## config.mk

```make
export PLATFORM = sky130hd
export DESIGN_NAME = serial_tx
export DESIGN_NICKNAME = d
export VERILOG_FILES = /design/src/rtl/serial_tx.sv
export SDC_FILE = /design/constraint.sdc
export NUM_CORES = 1
export LEC_CHECK = 0
export BUFFER_PORTS_ARGS = -buffer_cell sky130_fd_sc_hd__buf_2
export CORE_UTILIZATION = 48
export DETAILED_ROUTE_END_ITERATION = 16
export GPL_TIMING_DRIVEN = 0
export PLACE_DENSITY = 0.75
export SETUP_SLACK_MARGIN = 0.15
export SLEW_MARGIN = 20
export SYNTH_ARGS = -nofsm -noshare
export SYNTH_HDL_FRONTEND = slang
export SYNTH_SLANG_ARGS = --single-unit
```

## constraint.sdc

```tcl
create_clock -name Clk_s -period 3.4 [get_ports Clk_s]
set_input_delay 0.51 -clock Clk_s [delete_from_list [all_inputs] [get_ports Clk_s]]
set_output_delay 0.51 -clock Clk_s [all_outputs]
set_load 0.02 [all_outputs]
```

## src/rtl/serial_tx.sv

```systemverilog
// serial_tx: serialises words from the core onto a single line.
//   Each packet is PREAMBLE_LEN zeros, DATA_WIDTH payload bits MSB first, then one odd-parity bit.
//   After every STUFF_RUN consecutive payload/parity zeros, one stuffed 1 is inserted.
//   The packet is followed by GAP_LEN idle ones. The idle line level is 1.
// Ports:
//   Clk_s        in   system clock, one serial bit per cycle
//   Rst          in   asynchronous reset, active-high
//   TxData       in   word from core
//   TxData_Valid in   core offers TxData
//   Tx_Ready     out  a word can be accepted this cycle
//   Rx_Ready     in   receiver can take a packet (sampled only when a packet could start)
//   S_Data       out  registered serial line
//   Tx_Busy      out  packet in flight (preamble through gap)
// Build option: define TX_BUF2_EN to add a one-word holding buffer, so the next word can be
//   accepted while a packet is in flight and can follow the gap directly.
module serial_tx #(
    parameter int unsigned DATA_WIDTH   = 32,
    parameter int unsigned PREAMBLE_LEN = 5,
    parameter int unsigned STUFF_RUN    = 4,
    parameter int unsigned GAP_LEN      = 2
) (
    input  logic                  Clk_s,
    input  logic                  Rst,
    input  logic [DATA_WIDTH-1:0] TxData,
    input  logic                  TxData_Valid,
    output logic                  Tx_Ready,
    input  logic                  Rx_Ready,
    output logic                  S_Data,
    output logic                  Tx_Busy
);

    localparam int unsigned CntW  = $clog2(DATA_WIDTH + PREAMBLE_LEN + GAP_LEN + 1);
    localparam int unsigned ZrunW = $clog2(STUFF_RUN + 1);

    localparam logic [CntW-1:0]  PreCnt  = CntW'(PREAMBLE_LEN);
    localparam logic [CntW-1:0]  DataCnt = CntW'(DATA_WIDTH);
    localparam logic [CntW-1:0]  GapCnt  = CntW'(GAP_LEN);
    localparam logic [CntW-1:0]  CntOne  = CntW'(1);
    localparam logic [ZrunW-1:0] RunMax  = ZrunW'(STUFF_RUN);
    localparam logic [ZrunW-1:0] RunOne  = ZrunW'(1);

    typedef enum logic [2:0] {StIdle, StPreamble, StData, StParity, StGap} state_e;

    state_e                state_q, state_d;
    logic [CntW-1:0]       cnt_q, cnt_d;      // bits emitted so far in the current phase
    logic [ZrunW-1:0]      zrun_q, zrun_d;    // consecutive counted zeros, including S_Data
    logic [DATA_WIDTH-1:0] shift_q, shift_d;
    logic                  par_q, par_d;
    logic                  s_data_q, s_data_d;
    logic                  rdy_en_q;          // keeps Tx_Ready low until the first clock after reset

    logic accept;
    logic start_pkt;
    logic emit_data;
    logic emit_par;
    logic word_held;
    logic tx_bit;

`ifdef TX_BUF2_EN
    logic [DATA_WIDTH-1:0] buf_q, buf_d;
    logic                  buf_par_q, buf_par_d;
    logic                  buf_full_q, buf_full_d;
    assign word_held = buf_full_q;
`else
    logic held_q, held_d;  // shift_q holds a word that has not started yet
    assign word_held = held_q;
`endif

    assign accept = TxData_Valid & Tx_Ready;

    // State register
    always_ff @(posedge Clk_s or posedge Rst) begin
        if (Rst) begin
            state_q <= StIdle;
        end else begin
            state_q <= state_d;
        end
    end

    // Next-state and datapath next values
    always_comb begin
        state_d   = state_q;
        cnt_d     = cnt_q;
        zrun_d    = zrun_q;
        shift_d   = shift_q;
        par_d     = par_q;
        s_data_d  = 1'b1;
        start_pkt = 1'b0;
        emit_data = 1'b0;
        emit_par  = 1'b0;
        tx_bit    = 1'b1;
`ifdef TX_BUF2_EN
        buf_d      = buf_q;
        buf_par_d  = buf_par_q;
        buf_full_d = buf_full_q;
`else
        held_d = held_q;
`endif

        unique case (state_q)
            StIdle: begin
                if (word_held && Rx_Ready) begin
                    start_pkt = 1'b1;
                end
            end
            StPreamble: begin
                if (cnt_q < PreCnt) begin
                    s_data_d = 1'b0;
                    cnt_d    = cnt_q + CntOne;
                end else begin
                    state_d   = StData;
                    cnt_d     = '0;
                    zrun_d    = '0;
                    emit_data = 1'b1;
                end
            end
            StData: begin
                if (zrun_q == RunMax) begin
                    // Stuffed 1: shift register holds
                    zrun_d = '0;
                end else if (cnt_q < DataCnt) begin
                    emit_data = 1'b1;
                end else begin
                    state_d  = StParity;
                    emit_par = 1'b1;
                end
            end
            StParity: begin
                if (zrun_q == RunMax) begin
                    zrun_d = '0;
                end else begin
                    state_d = StGap;
                    cnt_d   = CntOne;
                end
            end
            StGap: begin
                if (cnt_q < GapCnt) begin
                    cnt_d = cnt_q + CntOne;
                end else if (word_held && Rx_Ready) begin
                    // Back-to-back: next preamble follows the gap directly
                    start_pkt = 1'b1;
                end else begin
                    state_d = StIdle;
                end
            end
            default: begin
                state_d = StIdle;
            end
        endcase

        if (start_pkt) begin
            state_d  = StPreamble;
            cnt_d    = CntOne;
            s_data_d = 1'b0;
`ifdef TX_BUF2_EN
            shift_d    = buf_q;
            par_d      = buf_par_q;
            buf_full_d = 1'b0;
`else
            held_d = 1'b0;
`endif
        end

        if (emit_data) begin
            tx_bit  = shift_q[DATA_WIDTH-1];
            shift_d = {shift_q[DATA_WIDTH-2:0], 1'b0};
            cnt_d   = cnt_d + CntOne;
        end else if (emit_par) begin
            tx_bit = par_q;
        end

        if (emit_data || emit_par) begin
            s_data_d = tx_bit;
            zrun_d   = tx_bit ? '0 : zrun_d + RunOne;
        end

        if (accept) begin
`ifdef TX_BUF2_EN
            buf_d      = TxData;
            buf_par_d  = ~^TxData;
            buf_full_d = 1'b1;
`else
            shift_d = TxData;
            par_d   = ~^TxData;
            held_d  = 1'b1;
`endif
        end
    end

    // Datapath registers
    always_ff @(posedge Clk_s or posedge Rst) begin
        if (Rst) begin
            cnt_q    <= '0;
            zrun_q   <= '0;
            shift_q  <= '0;
            par_q    <= 1'b0;
            s_data_q <= 1'b1;
            rdy_en_q <= 1'b0;
`ifdef TX_BUF2_EN
            buf_q      <= '0;
            buf_par_q  <= 1'b0;
            buf_full_q <= 1'b0;
`else
            held_q <= 1'b0;
`endif
        end else begin
            cnt_q    <= cnt_d;
            zrun_q   <= zrun_d;
            shift_q  <= shift_d;
            par_q    <= par_d;
            s_data_q <= s_data_d;
            rdy_en_q <= 1'b1;
`ifdef TX_BUF2_EN
            buf_q      <= buf_d;
            buf_par_q  <= buf_par_d;
            buf_full_q <= buf_full_d;
`else
            held_q <= held_d;
`endif
        end
    end

    // Outputs
    always_comb begin
        S_Data  = s_data_q;
        Tx_Busy = (state_q != StIdle);
`ifdef TX_BUF2_EN
        Tx_Ready = rdy_en_q & ~buf_full_q;
`else
        Tx_Ready = rdy_en_q & (state_q == StIdle) & ~held_q;
`endif
    end

endmodule

```

==> results by stage, run 1 <==
Run status:
- The flow ran to the end, and the final reports show no timing, DRC or antenna violations.

Clocking:
- The tree is rooted in a clkbuf_8.
- The clock net sink count is 48.
- The number of gates resized after CTS was 0.
- The clock-pin slew reported for the worst setup and hold paths after clock tree synthesis is 0.09 ns.
- The quantity of hold-fixing buffers added after cts is 0.
- The maximum clock insertion buffer count is 2.
- The CTS tree is done.
- At the later pin of the worst-skew pair, clock insertion delay measures 0.30 ns.
- After clock tree synthesis, the setup repair step added 0 buffers.
- The number of H-tree branching levels is 2.
- Counting the buffers created by CTS gives 5.

Global routing:
- The first global-routing pass estimated 9720 microns of wire.
- The via count of the first global-routing pass came to 2187.
- The maximum number of pins on one net before global-route repair is 34.
- The initial antenna violation count is 0.
- The total overflow reported by the global router is 0.
- The combined global-route utilization of all metal layers is 20.1%.

Finish:
- The layout net count is 377.
- The area growth from synthesis to layout is 14.2%.
- The filler cell count is 514.
- The sequential cells in the finished layout cover a total of 1200 sq um.
- In the final layout, the multi-input gates occupy 1490 sq um.
- The post-route cell area is 3190 sq um.
- The end-of-flow core utilization is 57.5%.
- Cells with a size suffix above 1 make up 19.2% of the layout.
- The repair_antennas step left the layout with diodes totalling 0.

Power and ir drop:
- In this run the static leakage power is 0.00147 uW.
- The total power consumption of the routed design is 2570 uW.
- The ratio of total power to cell area is 806 nW/um^2.
- VDD sags by at most 0.347 mV.

Floorplanning:
- 39 I/O pins were placed.
- The core area is 5540 sq um.
- The number of placement rows is 27.
- The initial utilization of the core area, before any placement, comes to 50.4%.
- The floorplan die height is 78.3 microns.
- From left edge to right edge, the die measures 78.3 microns.
- The floorplan step defined a die boundary enclosing 6120 sq um.

Timing:
- The final cycle utilization of the critical path is 79.7%.
- Setup repair after global routing left no endpoint under its margin.
- Summed over all failing endpoints, the final setup total negative slack is 0 ns.
- The total count of max-transition violations in the final report is 0.
- The number of endpoints with negative hold slack in the final report is 0.
- The count of endpoints failing setup in the final report is 0.
- The fmax is 0.369 GHz.
- The tightest hold path in the finished design has a slack of 0.176 ns.
- The final period demand of the worst path is 2.71 ns.
- Clock skew on the completed layout was measured at 0.0100 ns.

Logic synthesis:
- For this run, the leading register cell type out of synthesis is dfrtp_1.
- Counting every net in the synthesized netlist gives 331.
- During synthesis, Yosys emitted a total of 0 warnings.
- The distinct cell type count of the synthesized netlist is 46.
- A synthesized cell averages 9.59 sq um.
- In this run, synthesis produced a sequential element count of 48.
- The count of flip-flops with a built-in enable after synthesis is 0.
- The fraction of the yosys area taken by sequential cells is 43.1%.
- Summing every instance area after synthesis gives 2790 sq um.
- Synthesis handed over a netlist of 291 instances.
- The share of async-settable or async-resettable flops after synthesis is 100%.

Place:
- The final weighted congestion in routability-driven placement is 0.844.
- Once placement finished, the instance area stood at 3090 sq um.
- The count of buffers from port buffering is 38.
- The half-perimeter wire length of the detailed placement result is 4220 microns.

Worst hold path:
- The tightest min-delay check is of the input pin to async pin type.

Flow run:
- The max-cap violation count is 0.

Critical path:
- The cell count of the worst reg-to-reg path is 8.
- STA classifies the critical path startpoint as a flip-flop.
- In this run the worst path has a maximum fanout of 5.
- Data on the critical path is required at its endpoint by 3.62 ns.
- STA classifies the critical path endpoint as a flip-flop.
- The worst setup path is of the flip-flop to flip-flop kind.
- STA puts the critical path data arrival time at 2.94 ns.

Drt:
- The final layout contains routed wiring with a total length of 5630 microns.
- After detailed routing, the average wire length per cell comes to 13.7 microns.
- The number of design rule violations left after detail routing is 0.
- After the first detailed-routing iteration, the DRC count stood at 75.
- The post-detailed-route count of antenna-violating nets is 0.
- The overall via count from detail_route is 2181.
- The total iterations of the first detailed-routing run is 4.
- The average vias per placed instance is 5.32.
## per-layer routing
metal / track usage [%] / share of wire, % / vias up
met5: 0 / 0 / -
li1: - / - / 1100
met2: 34.1 / 48 / 55
met1: 26.3 / 47 / 1021
met4: 4.63 / 0.85 / 0
met3: 4.07 / 3.6 / 5
## kinds of logic (layout without fill, tap and decap cells)
group / after synthesis / in the layout / share of synthesized area (%)
AO/OA/AOI/OAI: 66 / 66 / 14.7
XOR/XNOR: 34 / 34 / 10.7
adder cells (fa/ha/maj): 4 / 4 / 1.79
buffers and inverters: 20 / 67 / 3.59
flip-flops: 48 / 48 / 43.1
multiplexers: 32 / 32 / 11.5
other: 1 / 1 / 0.134
AND/OR/NAND/NOR: 86 / 86 / 14.6
## cell usage after synthesis, types with 4 or more instances
| master | count | area, sq um |
|---|---|---|
| a21oi_1 | 5 | 25.0 |
| and2_1 | 4 | 25.0 |
| buf_2 | 8 | 40.0 |
| dfrtp_1 | 47 | 1180 |
| ha_1 | 4 | 50.1 |
| inv_1 | 6 | 22.5 |
| mux2i_1 | 31 | 310 |
| nand2_1 | 45 | 169 |
| nand3_1 | 5 | 25.0 |
| nor2_1 | 13 | 48.8 |
| o211ai_1 | 4 | 30.0 |
| o21ai_0 | 37 | 185 |
| xnor2_1 | 30 | 263 |
| xor2_1 | 4 | 35.0 |
## placed cells by master, fill, tap and decap left out, types with 4 or more instances in the layout
master | Yosys | final
a21oi_1 | 5 | 5
nand2_1 | 45 | 45
and2_1 | 4 | 4
xnor2_1 | 30 | 30
o211ai_1 | 4 | 4
nand3_1 | 5 | 5
mux2i_1 | 31 | 31
xor2_1 | 4 | 4
buf_2 | 8 | 46
clkbuf_8 | 0 | 5
dfrtp_1 | 47 | 47
inv_1 | 6 | 5
o21ai_0 | 37 | 37
nor2_1 | 13 | 13
ha_1 | 4 | 4
## worst max-delay path, stage by stage (launching register included)
cell and delay, ns:
dfrtp_1 0.45, or3_1 0.47, nor2_1 0.26, nand2_1 0.15
o211ai_1 0.34, ha_1 0.21, nand2_1 0.09, or4_1 0.52
a21oi_1 0.16
## worst paths after layout
check	startpoint	end	slack (ns)
max	cnt_q[5]	cnt_q[4]	0.69
min reg2reg	shift_q[0]	shift_q[0]	0.53
max in group asynchronous	Rst	shift_q[5]	2.73
min	Rst	state_q[2]	0.18
max reg2reg	cnt_q[5]	cnt_q[4]	0.69
min in group Clk_s	TxData[0]	shift_q[0]	0.43
## flip-flops by register name, indices dropped and copies added (netlist names)
register	cells
S_Data	1
cnt_q	6
held_q	1
par_q	1
rdy_en_q	1
shift_q	32
state_q	3
zrun_q	3
## report_power, final
group | switching (uW) | total [uW] | internal, uW
registers | 136 | 910 | 774
clock network | 206 | 357 | 152
logic | 693 | 1300 | 607
## metrics by stage
stage,setup slack [ns],instances
2_1_floorplan,0.952,291
3_3_place_gp,0.750,401
3_5_place_dp,0.773,402
4_1_cts,0.740,410
5_1_grt,0.518,410
6_report,0.689,410
## area by class of cell
cell class	count	share of cell area, %
buffer	14	2.43
multi-input combinational	223	46.7
tap	72	2.83
clock inverter	3	0.824
inverter	6	0.707
timing repair buffer	39	6.60
sequential	48	37.7
clock buffer	5	2.16
(Power assumes the default switching activity.)
==> inputs of run 2 (changes only) <==
PLACE_DENSITY = 0.77   (was 0.75)
clock period = 2.23 ns   (was 3.4 ns; I/O delays follow)
==> run 2 against run 1 <==
  * Sequential power rose by 56%
  * Global-route usage rose by 2.8 points
  * Hold slack got worse by 0.15 ns
  * Clock power rose by 50%
  * Critical path type unchanged
  * Register-to-register slack got worse by 0.89 ns
  * Total power rose by 100%
  * Critical endpoint unchanged
  * Critical path depth did not move
  * The flow now finishes with violations (setup timing)
  * Maximum frequency rose by 12%
  * Via count rose by 9.9%
  * Count of clock-buffer cells in the layout rose by 1
  * Core utilization rose by 9.6 points
  * First-iteration DRC count rose by 17%
==> results by stage, run 2 (same netlist as run 1, synthesis figures left out) <==
Floorplanning:
- The number of placement rows is 27 (unchanged).
- The effective utilization at floorplan is 50.4% (unchanged).
- The count of pins on the block boundary is 39 (unchanged).
- The floorplan die height was 78.3 microns (unchanged).
- The floorplan die area is 6120 sq um (unchanged).
- The width of the die is 78.3 microns (unchanged).
- The core area was 5540 sq um (unchanged).

Finish:
- Commonest non-fill, non-tap cells in the layout: dfrtp_1, nand2_1, buf_2 (was dfrtp_1, buf_2, nand2_1).
- Registers with the most flip-flops: shift_q x32, cnt_q x6 (unchanged).
- The layout net count is 403 (was 377).
- The flip-flop count of the largest register after layout is 32 (unchanged).
- The most common library cell in the layout ignoring fill and taps is dfrtp_1 (unchanged).
- The area overhead of the layout relative to synthesis is 33.1% (was 14.2%).
- The post-route cell area was 3720 sq um (was 3190 sq um).
- The count of inserted antenna diode cells came to 0 (unchanged).
- The share of cells above drive strength 1 is 34.9% (was 19.2%).
- The register with the most flip-flops is shift_q (unchanged).

Drt:
- The average vias per placed instance is 5.50 (was 5.32).
- The total iterations of the first detailed-routing run is 4 (unchanged).
- The wire length on met1 is 2850 microns (was 2670 microns).
- The overall via count from detail_route is 2397 (was 2181).
- The post-detailed-route count of antenna-violating nets is 0 (unchanged).
- The total met3 wirelength after detailed routing was 274 microns (was 200 microns).
- The average routed wire per standard cell is 15.7 microns (was 13.7 microns).
- The amount of wire on met2 after detailed routing is 3520 microns (was 2710 microns).
- The final routed wirelength across all metal layers is 6830 microns (was 5630 microns).
- The number of violations reported at the end of detailed-routing iteration 0 was 88 (was 75).
- The number of design rule violations left after detail routing is 0 (unchanged).
- The top layer reached by signal wires is met4 (unchanged).

Power and ir drop:
- The total power consumption of the routed design is 5220 uW (was 2570 uW).
- The ratio of total power to cell area is 1400 nW/um^2 (was 806 nW/um^2).
- The highest ir drop seen on vdd was 0.711 mV (was 0.347 mV).
- The leakage power summed over all cells came to 0.00168 uW (was 0.00147 uW).

Timing:
- The slew at the pin closest to its max-slew limit is 0.534 ns.
- The setup skew after layout is 0.00510 ns (was 0.0100 ns).
- The total count of max-transition violations in the final report was 0 (unchanged).
- The fmax is 0.412 GHz (was 0.369 GHz).
- The relative slew slack is 64.3%.
- The setup slack of the critical path after layout was -0.197 ns (was 0.689 ns).
- The count of endpoints failing setup in the final report came to 2 (was 0).
- The number of endpoints with negative hold slack in the final report was 0 (unchanged).
- The final cycle utilization of the critical path is 109% (was 79.7%).
- The final period demand of the worst path came to 2.43 ns (was 2.71 ns).
- The final-layout worst hold slack is 0.0262 ns (was 0.176 ns).
- Setup repair after global routing missed its margin: yes (was no).

Clocking:
- The clock latency reported for the late side of the worst-skew pair is 0.30 ns (about the same).
- The maximum clock insertion buffer count came to 2 (unchanged).
- The number of H-tree branching levels is 2 (unchanged).
- The clock-pin slew reported for the worst setup and hold paths after clock tree synthesis is 0.08 ns (was 0.09 ns).
- The quantity of hold-fixing buffers added after cts is 0 (unchanged).
- The CTS tree is done (unchanged).
- The number of buffers created by CTS is 5 (unchanged).
- The clock net sink count is 48 (unchanged).
- The clock tree root buffer cell is clkbuf_8 (unchanged).

Worst hold path:
- The class of the most critical hold timing path is input pin to async pin (unchanged).

Global routing:
- The total overflow reported by the global router is 0 (unchanged).
- The first-pass GRT wire length was 10900 microns (was 9720 microns).
- The via count of the first global-routing pass came to 2339 (was 2187).
- The combined global-route utilization of all metal layers is 22.9% (was 20.1%).
- The maximum number of pins on one net before global-route repair is 31 (was 34).
- The initial antenna violation count is 0 (unchanged).

Critical path:
- The cell count of the worst reg-to-reg path came to 8 (unchanged).
- The critical path launch point type is a flip-flop (unchanged).
- The launch point of the worst path is cnt_q[1] (was cnt_q[5]).
- The required time of the worst setup path is 2.46 ns (was 3.62 ns).
- The critical setup path kind was flip-flop to flip-flop (unchanged).
- The critical register-to-register path endpoint is cnt_q[4] (unchanged).
- The register-to-register path setup slack is -0.20 ns (was 0.69 ns).
- The element type at the critical path end is a flip-flop (unchanged).
- The largest fanout on the critical path is 4 (was 5).
- The critical path endpoint is cnt_q[4] (unchanged).
- The endpoint arrival time on the critical path is 2.66 ns (was 2.94 ns).
- The reg-to-reg startpoint is cnt_q[1] (was cnt_q[5]).

Place:
- The half-perimeter wire length of the detailed placement result is 4280 microns (was 4220 microns).
- The final weighted congestion in routability-driven placement was 0.837 (was 0.844).
- The count of buffers from port buffering came to 38 (unchanged).
- The post-place instance area is 3120 sq um (was 3090 sq um).

Flow run:
- The max-cap violation count came to 0 (unchanged).

Run status:
- The final reports fail on setup timing.
- Result of the run: finished, violations left (was completed).
run 2: routing by layer:
metal  global-route usage (%)  up-vias
met2                     40.4       67
met4                     9.26        0
met5                        0        -
met3                     4.65       18
li1                         -     1154
met1                     27.2     1158
run 2: through the flow:
step,util (%),cells,setup TNS (ns),worst slack [ns]
after floorplan,-,291,-0.105,-0.105
after CTS,63.8,429,-0.112,-0.112
after detailed placement,56.4,402,-1.26,-0.306
after global routing,67.1,436,-0.485,-0.263
final,67.1,436,-0.327,-0.197
after global placement,56.0,401,-0.777,-0.296
run 2: area by class of cell:
cell class | count | area [sq um]
Timing Repair Buffer | 65 | 492
Sequential cell | 48 | 1200
Clock buffer | 6 | 82.6
Multi-Input combinational cell | 223 | 1670
Fill cell | 439 | 1820
Inverter | 6 | 22.5
Clock inverter | 2 | 10.0
Buffer | 14 | 148
Tap cell | 72 | 90.1
run 2: worst max-delay path, cell delays in order (launching register included):
cell and delay, ns:
dfrtp_2 0.45, or3b_4 0.43, o22ai_4 0.20, nand2_2 0.09, o211ai_1 0.28, ha_2 0.23
nand2_2 0.07, or4_4 0.48, a21oi_2 0.12
run 2: where the power goes:
group | total [uW] | switching, uW | internal (uW)
Sequential | 1420 | 237 | 1180
Combinational | 3260 | 1460 | 1800
Clock | 534 | 286 | 248
run 2: how the worst min path moves through the flow:
stage	cells past startpoint	slack, ns	end
2_1_floorplan	2	0.44	shift_q[0]
3_3_place_gp	2	0.51	par_q
3_5_place_dp	2	0.37	cnt_q[3]
4_1_cts	2	0.04	cnt_q[3]
5_1_grt	2	0.05	cnt_q[3]
6_report	2	0.03	cnt_q[3]
run 2: repair_timing:
item / CTS / global route
setup endpoints to repair: 36 / 42
pin swaps: 23 / 18
resized for setup: 49 / 40
cloned: 2 / 0
setup buffers: 17 / 7
==> inputs of run 3 (changes only) <==
--- a/config.mk
+++ b/config.mk
@@ -9,5 +9,4 @@
 export CORE_UTILIZATION = 48
 export DETAILED_ROUTE_END_ITERATION = 16
-export GPL_TIMING_DRIVEN = 0
 export PLACE_DENSITY = 0.77
 export SETUP_SLACK_MARGIN = 0.15
==> constraint.sdc (replaced) <==
create_clock -name Clk_s -period 2.23 [get_ports Clk_s]
set_input_delay 0 -clock Clk_s [delete_from_list [all_inputs] [get_ports Clk_s]]
set_output_delay 0 -clock Clk_s [all_outputs]
set_load 0.02 [all_outputs]
==> run 3 against run 2 <==
  * The run still ends with setup timing left
  * Combinational power about the same
  * Critical path depth increased by 2
  * Non-clock buffer count is 31 higher
  * Count of clock-buffer cells in the layout did not move
  * Design area rose by 7.4%
  * Hold slack worse by 0.023 ns
  * Critical path type unchanged
==> results by stage, run 3 (same netlist as run 1, synthesis figures left out) <==
Timing:
- The number of endpoints with negative hold slack in the final report is 0 (unchanged).
- The final period demand of the worst path was 2.33 ns (was 2.43 ns).
- The fmax was 0.429 GHz (was 0.412 GHz).
- Setup repair after global routing missed its margin: yes (unchanged).
- The count of endpoints failing setup in the final report is 1 (was 2).
- The setup skew after layout came to 0.00935 ns (was 0.00510 ns).
- The final-layout worst hold slack was 0.00278 ns (was 0.0262 ns).
- The relative slew slack is 59.2% (was 64.3%).
- The total negative slack is -0.0987 ns (was -0.327 ns).
- The total count of max-transition violations in the final report is 0 (unchanged).
- The final cycle utilization of the critical path is 104% (was 109%).
- The slew at the pin closest to its max-slew limit is 0.611 ns (was 0.534 ns).
- The setup slack of the critical path after layout is -0.0987 ns (was -0.197 ns).

Global routing:
- The via count of the first global-routing pass is 2380 (was 2339).
- The first-pass GRT wire length is 11100 microns (was 10900 microns).
- The combined global-route utilization of all metal layers was 23.8% (was 22.9%).
- The total overflow reported by the global router came to 0 (unchanged).
- The initial antenna violation count is 0 (unchanged).
- The maximum number of pins on one net before global-route repair was 64 (was 31).

Critical path:
- The reg-to-reg startpoint was cnt_q[1] (unchanged).
- The register-to-register path setup slack is -0.1 ns (was -0.20 ns).
- The critical path launch point type is a flip-flop (unchanged).
- The largest fanout on the critical path is 4 (unchanged).
- The required time of the worst setup path is 2.47 ns (was 2.46 ns).
- The element type at the critical path end is a flip-flop (unchanged).
- The cell count of the worst reg-to-reg path was 10 (was 8).
- The endpoint arrival time on the critical path came to 2.57 ns (was 2.66 ns).
- The critical setup path kind is flip-flop to flip-flop (unchanged).
- The critical register-to-register path endpoint is cnt_q[4] (unchanged).

Worst hold path:
- The class of the most critical hold timing path is input pin to flip-flop (was input pin to async pin).
- In this run the most critical hold path is launched from TxData_Valid.
- Along the worst hold path, the cell count comes to 3.
- The capture endpoint of the worst hold path is held_q.

Floorplanning:
- The effective utilization at floorplan is 50.4% (unchanged).
- The core area is 5540 sq um (unchanged).
- The floorplan die area is 6120 sq um (unchanged).
- The floorplan die height is 78.3 microns (unchanged).
- The count of pins on the block boundary came to 39 (unchanged).
- The number of placement rows was 27 (unchanged).
- The width of the die is 78.3 microns (unchanged).

Drt:
- The post-detailed-route count of antenna-violating nets was 0 (unchanged).
- The number of design rule violations left after detail routing is 0 (unchanged).
- The overall via count from detail_route is 2541 (was 2397).
- The final routed wirelength across all metal layers is 7800 microns (was 6830 microns).
- The average vias per placed instance came to 5.44 (was 5.50).
- The number of violations reported at the end of detailed-routing iteration 0 is 114 (was 88).
- The total iterations of the first detailed-routing run is 4 (unchanged).
- The average routed wire per standard cell is 16.7 microns (was 15.7 microns).

Run status:
- Failing checks: setup timing (unchanged).
- Result of the run: finished, violations left (unchanged).

Power and ir drop:
- The ratio of total power to cell area came to 1340 nW/um^2 (was 1400 nW/um^2).
- The leakage power summed over all cells is 0.00181 uW (was 0.00168 uW).
- The highest ir drop seen on vdd is 0.808 mV (was 0.711 mV).

Clocking:
- The clock net sink count is 48 (unchanged).
- The maximum clock insertion buffer count is 2 (unchanged).
- The clock latency reported for the late side of the worst-skew pair is 0.31 ns (was 0.30 ns).
- The CTS tree was done (unchanged).
- The clock-pin slew reported for the worst setup and hold paths after clock tree synthesis is 0.08 ns (about the same).
- The number of buffers created by CTS was 5 (unchanged).
- The clock tree root buffer cell is clkbuf_8 (unchanged).
- The number of H-tree branching levels is 2 (unchanged).

Place:
- The instance count after placement with tap cells included was 412 (was 402).
- The final weighted congestion in routability-driven placement is 0.891 (was 0.837).
- The count of buffers from port buffering is 38 (unchanged).
- The half-perimeter wire length of the detailed placement result was 4210 microns (was 4280 microns).
- The worst setup timing slack at the placement stage is -0.0931 ns (was -0.306 ns).

Finish:
- The flip-flop count of the largest register after layout is 32 (unchanged).
- The footprint of the flip-flops and latches is 1200 sq um (about the same).
- Registers with the most flip-flops: shift_q x32, cnt_q x6 (unchanged).
- The count of inserted antenna diode cells is 0 (unchanged).
- The count of placed standard cells in the final layout, fillers left out was 467 (was 436).
- The layout net count is 434 (was 403).
- The register with the most flip-flops is shift_q (unchanged).
- The most common library cell in the layout ignoring fill and taps was dfrtp_1 (unchanged).
- Commonest non-fill, non-tap cells in the layout: dfrtp_1, nand2_1, buf_2 (unchanged).
- The area overhead of the layout relative to synthesis is 43.0% (was 33.1%).
- The share of cells above drive strength 1 is 30.4% (was 34.9%).
- The area taken by multi-input logic gates came to 1630 sq um (was 1670 sq um).
- The filler cell count is 370 (was 439).

Flow run:
- The max-cap violation count is 0 (unchanged).
==> run 3: timing repair <==
| item | in CTS | in global routing |
|---|---|---|
| setup endpoints to repair | 3 | 24 |
| hold buffers | 33 | 0 |
| pin swaps | 4 | 7 |
| hold endpoints to repair | 79 | 0 |
| gates cloned | 0 | 3 |
| gates resized for setup | 5 | 43 |
| setup buffers | 1 | 10 |
==> run 3: worst max-delay path, stage by stage, from the launching register on <==
cell and delay, ns:
dfrtp_1 0.40, inv_1 0.07, ha_2 0.16, and2b_2 0.25, o22ai_4 0.14, buf_4 0.14, buf_4 0.10, a31oi_1 0.10
a31o_1 0.24, or4_4 0.52, a21oi_2 0.13
==> run 3: worst max-delay path by stage <==
stage	start	to	cells after the start
finish	cnt_q[1]	cnt_q[4]	10
detailed placement	cnt_q[2]	cnt_q[4]	8
global placement	cnt_q[2]	cnt_q[4]	8
CTS	cnt_q[2]	cnt_q[4]	8
floorplan	state_q[2]	cnt_q[4]	9
global route	cnt_q[1]	cnt_q[4]	10
==> run 3: metal layers <==
layer	wire (microns)	vias to the layer above	part of all wire, %	GRT usage [%]
met1	3040	1249	39	27.4
met2	4350	70	56	43.4
met5	0	-	0	0
met4	113	0	1.4	8.70
met3	294	11	3.8	4.77
li1	-	1211	-	-
==> run 3: cell type report <==
class	instances	area share, %
multi-input combinational	223	40.9
clock buffer	6	2.07
sequential	48	30.1
inverter	6	0.564
tap	72	2.26
clock inverter	2	0.971
timing repair buffer	110	23.1
==> run 3: through the flow <==
| step | area (sq um) | total power [uW] | utilization, % |
|---|---|---|---|
| global route | 3990 | 5620 | 72.1 |
| floorplan | 2820 | 3010 | - |
| CTS | 3730 | 4500 | 67.3 |
| detailed placement | 3250 | 3730 | 58.7 |
| global placement | 3250 | 3680 | 58.7 |
| finish | 3990 | 5340 | 72.1 |
==> run 3: where the power goes <==
part           switching (uW)  internal, uW  leakage, uW
Clock                     309           367    0.0000614
Combinational            1500          1760      0.00111
Sequential                219          1180     0.000636
Total                    2030          3300      0.00181
